`src/rtl/exc_redirect_ctrl.sv`:
```
// exc_redirect_ctrl: exception / interrupt / ertn scheduler at the WB commit point.
// Picks one event per visit to IDLE, pulses the CSR commit, flushes the pipe and
// hands a redirect target to IF. Optional macro EXC_STATS_EN adds saturating
// per-cause event counters (stat_exc, stat_int, stat_ertn).
//
// state       | meaning
// ST_IDLE     | waiting for a WB event; ws_*/int_* inputs sampled here only
// ST_COMMIT   | one-cycle CSR commit pulse, flush asserted
// ST_REDIRECT | flush + redirect_valid held until IF accepts
module exc_redirect_ctrl #(
  parameter logic [5:0] ECODE_INT = 6'h00
`ifdef EXC_STATS_EN
  , parameter int CNT_W = 16
`endif
) (
  input  logic        clk,
  input  logic        reset,
  input  logic        ws_valid,
  input  logic        ws_ex,
  input  logic [5:0]  ws_ecode,
  input  logic [8:0]  ws_esubcode,
  input  logic [31:0] ws_pc,
  input  logic [31:0] ws_vaddr,
  input  logic        ws_ertn,
  input  logic [12:0] int_pending,
  input  logic        int_global_en,
  input  logic [31:0] csr_eentry,
  input  logic [31:0] csr_era,
  input  logic        redirect_ready,
  output logic        exc_commit,
  output logic        ertn_commit,
  output logic [5:0]  exc_ecode,
  output logic [8:0]  exc_esubcode,
  output logic [31:0] exc_pc,
  output logic [31:0] exc_vaddr,
  output logic        flush,
  output logic        redirect_valid,
  output logic [31:0] redirect_pc,
`ifdef EXC_STATS_EN
  output logic [CNT_W-1:0] stat_exc,
  output logic [CNT_W-1:0] stat_int,
  output logic [CNT_W-1:0] stat_ertn,
`endif
  output logic        busy
);

  typedef enum logic [1:0] {
    ST_IDLE     = 2'd0,
    ST_COMMIT   = 2'd1,
    ST_REDIRECT = 2'd2
  } state_t;

  state_t      state_q, state_d;
  logic        is_ertn_q, is_ertn_d;
  logic [5:0]  ecode_q, ecode_d;
  logic [8:0]  esub_q, esub_d;
  logic [31:0] pc_q, pc_d;
  logic [31:0] vaddr_q, vaddr_d;
  logic [31:0] rpc_q, rpc_d;
  logic        exc_commit_q, exc_commit_d;
  logic        ertn_commit_q, ertn_commit_d;
  logic        flush_q, flush_d;
  logic        rvalid_q, rvalid_d;
  logic        busy_q, busy_d;

  logic        int_take;
  logic        take_int, take_exc, take_ertn;

  // Next-state, event arbitration and field capture; output flops are derived
  // from the next state so every output comes straight from a register.
  always_comb begin
    state_d   = state_q;
    is_ertn_d = is_ertn_q;
    ecode_d   = ecode_q;
    esub_d    = esub_q;
    pc_d      = pc_q;
    vaddr_d   = vaddr_q;
    rpc_d     = rpc_q;
    take_int  = 1'b0;
    take_exc  = 1'b0;
    take_ertn = 1'b0;
    int_take  = ws_valid & int_global_en & (|int_pending);

    unique case (state_q)
      ST_IDLE: begin
        if (ws_valid) begin
          if (int_take) begin
            take_int = 1'b1;
          end else if (ws_ex) begin
            take_exc = 1'b1;
          end else if (ws_ertn) begin
            take_ertn = 1'b1;
          end
        end
        if (take_int | take_exc | take_ertn) begin
          state_d   = ST_COMMIT;
          is_ertn_d = take_ertn;
          pc_d      = ws_pc;
          if (take_int) begin
            ecode_d = ECODE_INT;
            esub_d  = 9'd0;
            vaddr_d = 32'd0;
          end else begin
            ecode_d = ws_ecode;
            esub_d  = ws_esubcode;
            vaddr_d = ws_vaddr;
          end
        end
      end
      ST_COMMIT: begin
        state_d = ST_REDIRECT;
        rpc_d   = is_ertn_q ? csr_era : csr_eentry;
      end
      ST_REDIRECT: begin
        if (redirect_ready) begin
          state_d = ST_IDLE;
        end
      end
      default: state_d = ST_IDLE;
    endcase

    exc_commit_d  = (state_d == ST_COMMIT) & ~is_ertn_d;
    ertn_commit_d = (state_d == ST_COMMIT) & is_ertn_d;
    flush_d       = (state_d != ST_IDLE);
    rvalid_d      = (state_d == ST_REDIRECT);
    busy_d        = (state_d != ST_IDLE);
  end

  // State, latched fields and registered outputs; reset aborts any sequence.
  always_ff @(posedge clk) begin
    if (reset) begin
      state_q       <= ST_IDLE;
      is_ertn_q     <= 1'b0;
      ecode_q       <= '0;
      esub_q        <= '0;
      pc_q          <= '0;
      vaddr_q       <= '0;
      rpc_q         <= '0;
      exc_commit_q  <= 1'b0;
      ertn_commit_q <= 1'b0;
      flush_q       <= 1'b0;
      rvalid_q      <= 1'b0;
      busy_q        <= 1'b0;
    end else begin
      state_q       <= state_d;
      is_ertn_q     <= is_ertn_d;
      ecode_q       <= ecode_d;
      esub_q        <= esub_d;
      pc_q          <= pc_d;
      vaddr_q       <= vaddr_d;
      rpc_q         <= rpc_d;
      exc_commit_q  <= exc_commit_d;
      ertn_commit_q <= ertn_commit_d;
      flush_q       <= flush_d;
      rvalid_q      <= rvalid_d;
      busy_q        <= busy_d;
    end
  end

  assign exc_commit     = exc_commit_q;
  assign ertn_commit    = ertn_commit_q;
  assign exc_ecode      = ecode_q;
  assign exc_esubcode   = esub_q;
  assign exc_pc         = pc_q;
  assign exc_vaddr      = vaddr_q;
  assign flush          = flush_q;
  assign redirect_valid = rvalid_q;
  assign redirect_pc    = rpc_q;
  assign busy           = busy_q;

`ifdef EXC_STATS_EN
  logic [CNT_W-1:0] stat_exc_q, stat_exc_d;
  logic [CNT_W-1:0] stat_int_q, stat_int_d;
  logic [CNT_W-1:0] stat_ertn_q, stat_ertn_d;

  // Per-cause counters bump on entry to COMMIT and stick at all-ones.
  always_comb begin
    stat_exc_d  = stat_exc_q;
    stat_int_d  = stat_int_q;
    stat_ertn_d = stat_ertn_q;
    if (take_exc && (stat_exc_q != '1)) begin
      stat_exc_d = stat_exc_q + CNT_W'(1);
    end
    if (take_int && (stat_int_q != '1)) begin
      stat_int_d = stat_int_q + CNT_W'(1);
    end
    if (take_ertn && (stat_ertn_q != '1)) begin
      stat_ertn_d = stat_ertn_q + CNT_W'(1);
    end
  end

  // Counter registers.
  always_ff @(posedge clk) begin
    if (reset) begin
      stat_exc_q  <= '0;
      stat_int_q  <= '0;
      stat_ertn_q <= '0;
    end else begin
      stat_exc_q  <= stat_exc_d;
      stat_int_q  <= stat_int_d;
      stat_ertn_q <= stat_ertn_d;
    end
  end

  assign stat_exc  = stat_exc_q;
  assign stat_int  = stat_int_q;
  assign stat_ertn = stat_ertn_q;
`endif

endmodule
```
`config.mk`:
```
export PLATFORM = sky130hd
export DESIGN_NAME = exc_redirect_ctrl
export DESIGN_NICKNAME = d
export VERILOG_FILES = /design/src/rtl/exc_redirect_ctrl.sv
export SDC_FILE = /design/constraint.sdc
export NUM_CORES = 1
export LEC_CHECK = 0
export ABC_AREA = 1
export CAP_MARGIN = 10
export CORE_MARGIN = 3
export CORE_UTILIZATION = 33
export DETAILED_ROUTE_END_ITERATION = 7
export GPL_TIMING_DRIVEN = 0
export PLACE_DENSITY = 0.7
export SKIP_LAST_GASP = 1
export SYNTH_ARGS = -nofsm -noshare
export SYNTH_HDL_FRONTEND = slang
export SYNTH_SLANG_ARGS = --single-unit
```
`constraint.sdc`:
```
create_clock -name clk -period 1.4 [get_ports clk]
set_clock_uncertainty 0.2 [all_clocks]
set_input_delay 0.21 -clock clk [delete_from_list [all_inputs] [get_ports clk]]
set_output_delay 0.21 -clock clk [all_outputs]
set_load 0.005 [all_outputs]
```
; ---- Word-level counts from Yosys, hierarchy flattened
; Index checks and enable logic that the tools add are counted.
[word_totals]
regBits = 118
inputBits = 163
output_inout_bits = 116
wordCells = 47
[classes]
n_eq_ne = 4
mux = 21
bitwise = 7
reduce_logical = 4
[ops]
columns = op, count
row1 = 32-bit 2-to-1 mux, 2
row2 = 1-bit 2-to-1 mux, 14
row3 = 13-bit OR reduction, 1
row4 = 9-bit 2-to-1 mux, 1
row5 = 6-bit 2-to-1 mux, 1
row6 = 2-bit one-hot mux with 3 select lines, 1
row7 = 1-bit bitwise AND, 4
row8 = 2-bit by 1-bit equality test with 1-bit output (second input constant), 2
row9 = 2-bit equality test (second input constant), 2
row10 = 2-bit 2-to-1 mux, 2
row11 = 2-bit zero test, 1
row12 = 1-bit OR, 2
row13 = 2-bit AND reduction, 1
row14 = 2-bit nonzero test, 1
row15 = 1-bit inverter, 1

; ---- Logic depth before layout (Yosys ltp)
[depth]
ltp_word = 11
mapped_depth = 11
mapped_depth_nobuf = 9

; ---- Worst setup path before layout
; No wires, ideal clock.
[synth_timing]
kind = input port to flip-flop
startpoint = input port int_pending[1]
endpoint = register pc_q[12] (netlist: exc_pc[12])
setup_ns = 0.115
arrival_ns = 1.211
required_ns = 1.085
path_slack_ns = -0.126
path_stages = 9
path_buffers = 2
path_cell_list = or2_1 -> nor2_1 -> nand2_1 -> nand2_1 -> nand2_1 -> buf_6 -> buf_2 -> a21oi_1 -> nor2_1
[synth_via]
elab_chain_len = 8
word_cells_on_any_way = 14
classes_between = mux: 9 / bitwise: 3 / reduce/logical: 2
[synth_lines]
columns = element, line
row1 = start: declaration, 25  ; input logic [12:0] int_pending,
row2 = 13-bit OR reduction (*), 82  ; int_take = ws_valid & int_global_en & (|int_pending);
row3 = 1-bit bitwise AND (*), 82
row4 = 1-bit 2-to-1 mux, 87  ; if (int_take) begin
row5 = 1-bit 2-to-1 mux, 86  ; if (ws_valid) begin
row6 = 1-bit 2-to-1 mux, 84  ; unique case (state_q)
row7 = 1-bit OR, 95  ; if (take_int | take_exc | take_ertn) begin
row8 = 1-bit OR (*), 95
row9 = 2-bit AND reduction (no source line) (*), --
row10 = end signal: assignment, 149  ; pc_q <= pc_d;
row11 = end: declaration, 57  ; logic [31:0] pc_q, pc_d;
; Mark *: on every way between the ends. The rest lies on a longest branch, timed or not. The select of a mux whose other input is x is not followed.
; A chain may end at the register's enable or synchronous reset.

; ---- Final worst setup path
[layout_timing]
startpoint = register state_q[0]
endpoint = register rpc_q[12] (netlist: redirect_pc[12])
[layout_via]
elab_chain_len = 1
[layout_lines]
columns = element, line
row1 = start: declaration, 53  ; state_t state_q, state_d;
row2 = start signal: assignment, 145  ; state_q <= state_d;
row3 = 2-bit by 1-bit equality test with 1-bit output, 84
row4 = end signal: assignment, 151  ; rpc_q <= rpc_d;
row5 = end: declaration, 59  ; logic [31:0] rpc_q, rpc_d;
; No other way between the ends.

==> flow_summary.ini <==
[routing]
ant_nets = 0
avgViaCountPerCell = 4.86
wl_per_cell_um = 15.9
drt_iter0_markers = 279
dr.pass1.iters = 5
drt_wl_total_um = 21000
vias = 6394
drc = 0

[worst_hold_path]
hold_path.class = primary input to flop

[floorplan]
dieArea_um2 = 17500
start_util_pct = 34.2
chipHeight_um = 132
io_pins = 279
die_x_um = 132
core_um2 = 15400
num_rows = 45

[worst_setup_path]
crit_path_end_kind = flop
cp_slowest_stage_delay_ns = 0.36
cp-start-kind = flop
regToRegSetupSlack_ns = -0.04
worst-path-buf-inv = 3
crit_type = flop to flop
path_delay_family = flip-flops
crit_arrival_ns = 1.54
path_common_cell = a21oi_1
slowest_stage = dfxtp_4
crit_chain = inv_2 -> nor2_4 -> inv_4 -> clkbuf_8 -> a21oi_1 -> a21oi_1
crit_fanout = 10
cp.required_ns = 1.50

[timing]
finalSetupViolations = 14
finalCritPeriodShare_pct = 103
slew_violations = 0
worstMarginPinSlew_ns = 0.479
setup_ws_ns = -0.0398
min_period_ns = 1.44
rsz0062_at_grt = yes
clock.fmax_mhz = 695
hold_violations = 0
relSlewSlack_pct = 68.1

[cells_and_area]
area_growth_pct = 89.5
final_util_pct = 64.8
nets = 1251
drive_gt1_share_pct = 32.8

[yosys]
syn_avg_cell_area_um2 = 6.98
syn_area_um2 = 5260
seq_area_frac_synth_pct = 44.9
ys_types = 16
syn-instance-count = 753
ys_ff_latch = 118
yosys_warnings = 0
syn-num-nets = 916

[global_routing]
grt_pass1_vias = 6249
grt_overflow = 0
grt_max_degree = 17
antenna_found_initial = 2
grt_use_total_pct = 23.0
grt_pass1_wl_um = 32400

[pwr]
ir_worst_vdd_v = 0.000873
p_leak_nw = 4.61
p_total_mw = 10.8
power_density_nw_per_um2 = 1090

[clock_network]
cts_htree_levels = 4
clock_path_buffers = 2
clkTransAtPathRegs_ns = 0.06
clk_latency_ns = 0.41
clock_sinks = 118
cts-buffers-inserted = 17
cts_tree = built
clock-root-buffer = clkbuf_16

[job]
maxCapViolCount = 0

[status]
failed_checks = negative setup slack
outcome = finished, violations left

[place]
dp_hpwl_um = 14300
dp_slack_ns = -1.10
portBuffers = 278
globalplace.congestion = 0.841
[where the power goes]
group / switching [mW] / leakage (nW) / total (mW) / internal (mW)
clock network: 1.52 / 0.291 / 4.35 / 2.83
registers: 0.175 / 0.991 / 3.87 / 3.70
logic: 1.17 / 3.33 / 2.62 / 1.45
[cell usage after synthesis (all sizes together)]
master / instances / area (um2)
nand2: 122 / 458
nor2: 45 / 169
nand3: 80 / 400
a21oi: 144 / 721
nor3: 1 / 5.00
buf: 38 / 205
inv: 90 / 338
or2: 1 / 6.26
nand4: 48 / 300
clkbuf: 32 / 120
nand3b: 1 / 7.51
dfxtp: 118 / 2360
o21ai: 33 / 165
[metrics by stage]
step | TNS, ns | hold WS (ns) | cell area, um2 | std cells
floorplan | -4.23 | 0.0791 | 5390 | 753
global placement | -96.37 | 0.255 | 8430 | 1242
detailed placement | -96.41 | 0.257 | 8430 | 1242
CTS | -1.24 | 0.0386 | 9870 | 1304
global route | -4.89 | 0.0720 | 9960 | 1314
finish | -0.207 | 0.0522 | 9960 | 1315
[repair_timing]
item	in CTS	in global routing
setup endpoints to repair	233	182
buffers inserted	20	8
gates resized for setup	504	161
cloned	11	4
pin swaps	26	23
hold buffers	0	0
[layout by cell type, fill, tap and decap left out, types with 4 or more instances in the layout]
cell / instances
nand3_1: 71
buf_6: 22
clkbuf_8: 5
inv_1: 85
buf_16: 5
buf_8: 15
buf_12: 7
o21ai_2: 10
a21oi_1: 89
nor2_1: 41
clkbuf_16: 22
dlygate4sd2_1: 4
o21ai_0: 20
a21oi_2: 55
buf_2: 25
clkinv_2: 6
clkdlybuf4s15_2: 21
dfxtp_1: 62
nand2_1: 117
buf_4: 23
clkbuf_2: 56
inv_2: 4
clkbuf_1: 6
clkdlybuf4s50_1: 145
nand3_2: 9
nand4_1: 48
clkdlybuf4s15_1: 45
clkbuf_4: 5
dfxtp_2: 55
[flip-flops by register name, indices dropped and copies added, names as in the netlist]
name,flops
redirect_valid,1
exc_commit,1
exc_esubcode,9
state_q,2
redirect_pc,32
busy,1
is_ertn_q,1
ertn_commit,1
exc_pc,32
exc_ecode,6
exc_vaddr,32
[worst paths after layout]
| check | from | to | depth (start not counted) |
|---|---|---|---|
| max | state_q[0] | redirect_pc[12] | 6 |
| max reg2reg | state_q[0] | redirect_pc[12] | 6 |
| min | reset | busy | 2 |
| min reg2reg | exc_pc[3] | exc_pc[3] | 2 |
[cell type report]
cell class,instances,area [um2]
plain buffers,67,674
inverters,90,340
clock buffers,22,454
diodes,3,7.51
well taps,211,264
clock inverters,10,129
multi-input cells,475,2570
fillers,1328,5410
repair buffers,319,3090
flip-flops and latches,118,2430
[worst register-to-register path, cell delays in order, from the launching register on]
cell and delay (ns):
dfxtp_4 0.36, inv_2 0.05, nor2_4 0.19, inv_4 0.11
clkbuf_8 0.19, a21oi_1 0.14, a21oi_1 0.08
[metal layers]
metal / wire length, um / GRT usage (%)
met1: 8520 / 26.5
met2: 10400 / 39.7
met3: 1690 / 8.59
met4: 397 / 7.39
met5: 0 / 0
[kinds of logic (layout without fill, tap and decap cells)]
logic type	count (synthesis)	count (layout)	synth area share (%)
compound gates	177	177	16.8
buf+inv	160	508	12.6
flops	118	118	44.9
other cells	0	3	0
simple gates	298	298	25.6
Note: power is estimated with default switching activity, not from simulation.
